==> src/rtl/req_arbiter.sv <==
// Request arbiter with fixed-priority or round-robin selection, bounded grant tenure,
// and a mandatory one-cycle recovery gap between consecutive grants.
module req_arbiter #(
    parameter int N_REQ   = 8,
    parameter int TIMEOUT = 15
) (
    input  logic                       clk,
    input  logic                       rst,
    input  logic [N_REQ-1:0]           i_req,
    input  logic                       i_release,
    input  logic                       i_mode,
    output logic [N_REQ-1:0]           o_gnt,
    output logic [$clog2(N_REQ)-1:0]   o_gnt_id,
    output logic                       o_gnt_valid,
    output logic                       o_timeout_evt,
    output logic [7:0]                 o_grant_cnt
);
    localparam int IDW = $clog2(N_REQ);

    typedef enum logic [1:0] {IDLE, GRANT, RECOVER} state_t;

    state_t             r_state;
    logic [N_REQ-1:0]   r_gnt;
    logic [IDW-1:0]     r_gnt_id;
    logic [IDW-1:0]     r_last;
    logic               r_gnt_valid;
    logic               r_timeout_evt;
    logic [7:0]         r_grant_cnt;
    logic [3:0]         r_tenure;

    logic [N_REQ-1:0]   w_req_rot;
    logic [IDW-1:0]     w_fp_id;
    logic [IDW-1:0]     w_rr_off;
    logic [IDW-1:0]     w_rr_id;
    logic [IDW-1:0]     w_win_id;
    logic               w_hold_req;
    logic               w_tenure_max;
    logic               w_exit;

    // Requests rotated so bit 0 is the requester just after the previous holder.
    for (genvar gi = 0; gi < N_REQ; gi++) begin : g_rot
        logic [IDW-1:0] w_src;
        assign w_src          = r_last + IDW'(1) + IDW'(gi);
        assign w_req_rot[gi]  = i_req[w_src];
    end

    always_comb begin
        w_fp_id  = '0;
        w_rr_off = '0;
        for (int i = 0; i < N_REQ; i++) begin
            if (i_req[i]) w_fp_id = IDW'(i);
        end
        for (int i = N_REQ - 1; i >= 0; i--) begin
            if (w_req_rot[i]) w_rr_off = IDW'(i);
        end
    end

    assign w_rr_id      = r_last + IDW'(1) + w_rr_off;
    assign w_win_id     = i_mode ? w_rr_id : w_fp_id;
    assign w_hold_req   = i_req[r_gnt_id];
    assign w_tenure_max = (r_tenure == 4'(TIMEOUT));
    assign w_exit       = i_release | ~w_hold_req | w_tenure_max;

    always_ff @(posedge clk) begin
        if (rst) begin
            r_state       <= IDLE;
            r_gnt         <= '0;
            r_gnt_id      <= '0;
            r_gnt_valid   <= 1'b0;
            r_timeout_evt <= 1'b0;
            r_grant_cnt   <= 8'd0;
            r_tenure      <= 4'd0;
            r_last        <= IDW'(N_REQ - 1);
        end else begin
            case (r_state)
                IDLE: begin
                    r_timeout_evt <= 1'b0;
                    if (|i_req) begin
                        r_state     <= GRANT;
                        r_gnt       <= {{(N_REQ-1){1'b0}}, 1'b1} << w_win_id;
                        r_gnt_id    <= w_win_id;
                        r_gnt_valid <= 1'b1;
                        r_tenure    <= 4'd1;
                        if (r_grant_cnt != 8'hFF) r_grant_cnt <= r_grant_cnt + 8'd1;
                    end
                end
                GRANT: begin
                    if (w_exit) begin
                        r_state       <= RECOVER;
                        r_gnt         <= '0;
                        r_gnt_valid   <= 1'b0;
                        // Timeout is only reported when nothing else would have ended the tenure.
                        r_timeout_evt <= w_tenure_max & ~i_release & w_hold_req;
                        r_last        <= r_gnt_id;
                    end else begin
                        r_tenure <= r_tenure + 4'd1;
                    end
                end
                RECOVER: begin
                    r_timeout_evt <= 1'b0;
                    r_state       <= IDLE;
                end
                default: r_state <= IDLE;
            endcase
        end
    end

    assign o_gnt         = r_gnt;
    assign o_gnt_id      = r_gnt_id;
    assign o_gnt_valid   = r_gnt_valid;
    assign o_timeout_evt = r_timeout_evt;
    assign o_grant_cnt   = r_grant_cnt;
endmodule

==> config.mk <==
export PLATFORM = sky130hd
export DESIGN_NAME = req_arbiter
export DESIGN_NICKNAME = d
export VERILOG_FILES = /design/src/rtl/req_arbiter.sv
export SDC_FILE = /design/constraint.sdc
export NUM_CORES = 1
export LEC_CHECK = 0
export ABC_AREA = 1
export ABC_CLOCK_PERIOD_IN_PS = 4200
export BUFFER_PORTS_ARGS = -buffer_cell sky130_fd_sc_hd__buf_2
export CAP_MARGIN = 20
export CORE_ASPECT_RATIO = 1.4
export CORE_UTILIZATION = 57
export DETAILED_ROUTE_END_ITERATION = 8
export GPL_ROUTABILITY_DRIVEN = 0
export PLACE_DENSITY = 0.82
export SETUP_SLACK_MARGIN = 0.05
export SLEW_MARGIN = 20
export SYNTH_ARGS = -nofsm -noshare
export SYNTH_HDL_FRONTEND = slang
export SYNTH_SLANG_ARGS = --single-unit
==> constraint.sdc <==
create_clock -name clk -period 4.2 [get_ports clk]
set_input_delay 0.42 -clock clk [delete_from_list [all_inputs] [get_ports clk]]
set_output_delay 0.42 -clock clk [all_outputs]
set_load 0.01 [all_outputs]
==> results.ini <==
[outcome]
status = finished, final reports clean

[synthesis]
synth_compound_area_frac = 0.132
synth_cell_type_count = 36
synth_area_sq_um = 2200
syn_inst = 355
synthAdderAreaFrac = 0.0375
synth_top_area_share = 0.273
synth_xor_area_frac = 0.0119
async_reset_ff_frac = 0
ys_ff_latch = 30
ys_seq_area_frac = 0.273
postSynthAreaPerCell_sq_um = 6.21
synth_ff_type = dfxtp_1
syn_nets = 373
synth_top_family_by_area = simple AND/OR/NAND/NOR gates
synth_edf_count = 0
synth_area_leaders = dfxtp_1, nand2_1, nand3_1, a21oi_1, inv_1
synth_top_area_cell = dfxtp_1
synth-simple-area-share = 0.449
ys_warn_count = 0
synthMuxAreaShare = 0

[floorplan]
die_h_microns = 75.6
fp-row-count = 26
core_sq_um = 3680
dieArea_sq_um = 4120
pin_count = 33
die_w_microns = 54.5
start_util = 0.599

[setup_path]
cpMaxStageDelayCell = fa_1
r2r_slack_ns = 0.48
worstSetupEndpointType = flip-flop
crit_required_ns = 4.42
critPathBufInv = 3
worst-path-stages = 21
reg2reg_from = r_last[0]
r2r_end = o_gnt[1]
cpPeakStageDelay_ns = 0.48
cp-start-kind = flip-flop
crit_path_cell_trace = inv_6 -> ha_1 -> inv_2 -> nand2_1 -> nand2_1 -> nand2_1 -> nand2_1 -> nand2_1 -> nand2_1 -> a31oi_1 -> o21ai_0 -> nand2_1 -> a21boi_0 -> ha_1 -> inv_1 -> fa_1 -> a22oi_1 -> or2_2 -> nor2_1 -> nand3_1 -> a21oi_1
cp.arrival_ns = 3.93
path_class = reg2reg
cpMostUsedCell = nand2_1
reg2regPathDepth = 21
crit_fanout = 16
cp_top_family = simple AND/OR/NAND/NOR gates

[routing]
ant_nets = 0
drt_first_pass_iters = 4
route.detailed.drc = 0
drtIter0Drc = 81
avgRoutedWirePerCell_microns = 12.4
drt_wl_total_mm = 5.34
vias = 2382
avgViaCountPerCell = 5.54

[clock_network]
cts_tree = built
root_buffer = clkbuf_8
cts.clk_slew.worst_paths_ns = 0.07
cts.sinks = 30
hold_buffers = 0
cts_made_buffers = 5
cts_max_path_buffers = 2
clk_latency_ns = 0.29
post_cts_buffers = 0
cts_resized = 0
htreeDepth = 2

[placed_design]
port-buffer-count = 32
dp_cells = 422
place_hpwl_mm = 4.10

[finish]
fin_util = 0.670
area_delta_synth_final_pct = 11.8
finalNonFillerCells = 430
nets = 405
n_antenna_cell = 0
drive_gt1_frac = 0.183

[pwr]
power.total_uw = 1320
leakagePower_uw = 0.00124
power_density_nw_per_um2 = 536
ir_drop_uv = 481

[timing]
finalCritPeriodShare = 0.885
tightest_slew_ns = 0.710
clock_skew_ns = 0.00659
rsz0062_at_grt = no
maxSlewHeadroom = 0.527
max_freq_mhz = 269
whs_ns = 0.481
hold_violations = 0
final_max_slew_viol_count = 0
period_needed_ns = 3.72
tns_ns = 0
setup_viol = 0

[global_route]
grt_max_degree = 23
grt_usage = 0.282
grt_pass1_vias = 2070
overflow = 0
antenna_found_initial = 0
grt_pass1_wl_mm = 8.37

[hold_path]
hold_end = o_grant_cnt[4]
hold_path.startpoint = o_grant_cnt[4]
hold_class = reg2reg
whs_path_depth = 2

[flow_run]
drv_cap = 0

[metrics by stage]
step	area [sq um]	setup slack, ns
after detailed placement	2350	0.506
after global placement	2350	0.622
after floorplan	2200	0.777
after CTS	2460	0.488
after global routing	2460	0.149
final	2460	0.485
[synth_stat cells (all sizes together) (2+ instances only)]
cell type and n:
inv 36, o21ai 17, nor2 22, dfxtp 30
xor2 3, buf 6, ha 5, a31oi 2
nand3 41, nor4 2, nand2 144, o211ai 4
clkbuf 2, a21oi 25, nor3 7
[metal layers]
metal / track usage / vias to the layer above / wire [microns]
li1: - / 1217 / -
met1: 0.286 / 1074 / 2100
met2: 0.530 / 73 / 2810
met3: 0.0479 / 18 / 240
met4: 0.145 / 0 / 185
met5: 0 / - / 0
[how the worst max path moves through the flow]
stage                   start  endpoint  slack [ns]
finish              r_last[0]  o_gnt[1]        0.48
floorplan           r_last[0]  o_gnt[0]        0.78
detailed placement  r_last[0]  o_gnt[1]        0.51
global route        r_last[0]  o_gnt[4]        0.15
CTS                 r_last[0]  o_gnt[1]        0.49
global placement    r_last[0]  o_gnt[4]        0.62
[cells by family (layout without fill, tap and decap cells)]
logic type,after synthesis,in the layout
simple gates,219,219
compound gates,52,52
buf+inv,45,78
flops,30,30
fa+ha+maj,6,6
xor+xnor,3,3
[worst register-to-register path, stage by stage, from the launching register on]
cell and delay, ns:
dfxtp_1 0.41, inv_6 0.11, ha_1 0.46, inv_2 0.22, nand2_1 0.08, nand2_1 0.16, nand2_1 0.09, nand2_1 0.07
nand2_1 0.04, nand2_1 0.10, a31oi_1 0.08, o21ai_0 0.14, nand2_1 0.06, a21boi_0 0.17, ha_1 0.17, inv_1 0.04
fa_1 0.48, a22oi_1 0.09, or2_2 0.30, nor2_1 0.13, nand3_1 0.09, a21oi_1 0.13
[placed cells by master, fill, tap and decap left out, types with 7 or more instances in the layout]
master,n
nor3_1,7
inv_1,33
buf_2,32
nor2_1,20
nand2_1,125
a21oi_1,25
dfxtp_1,30
nand2_2,16
o21ai_0,14
nand3_1,37
[state kept, by name, indices dropped and copies added (netlist names)]
name           cells
r_last             3
o_gnt_valid        1
o_gnt_id           3
r_tenure           4
o_gnt              8
o_grant_cnt        8
r_state            2
o_timeout_evt      1
[cell type report]
| cell class | instances | area (sq um) |
|---|---|---|
| Clock buffer | 6 | 72.6 |
| Fill cell | 354 | 1210 |
| Clock inverter | 2 | 37.5 |
| Inverter | 37 | 144 |
| Tap cell | 42 | 52.6 |
| Sequential cell | 30 | 601 |
| Timing Repair Buffer | 33 | 168 |
| Multi-Input combinational cell | 280 | 1390 |
[power breakdown]
part           switching, uW  total (uW)  internal, uW
clock network            116         293           177
registers               35.1         357           322
logic                    445         670           224
total                    596        1320           723
Note: power is estimated with default switching activity, not from simulation.
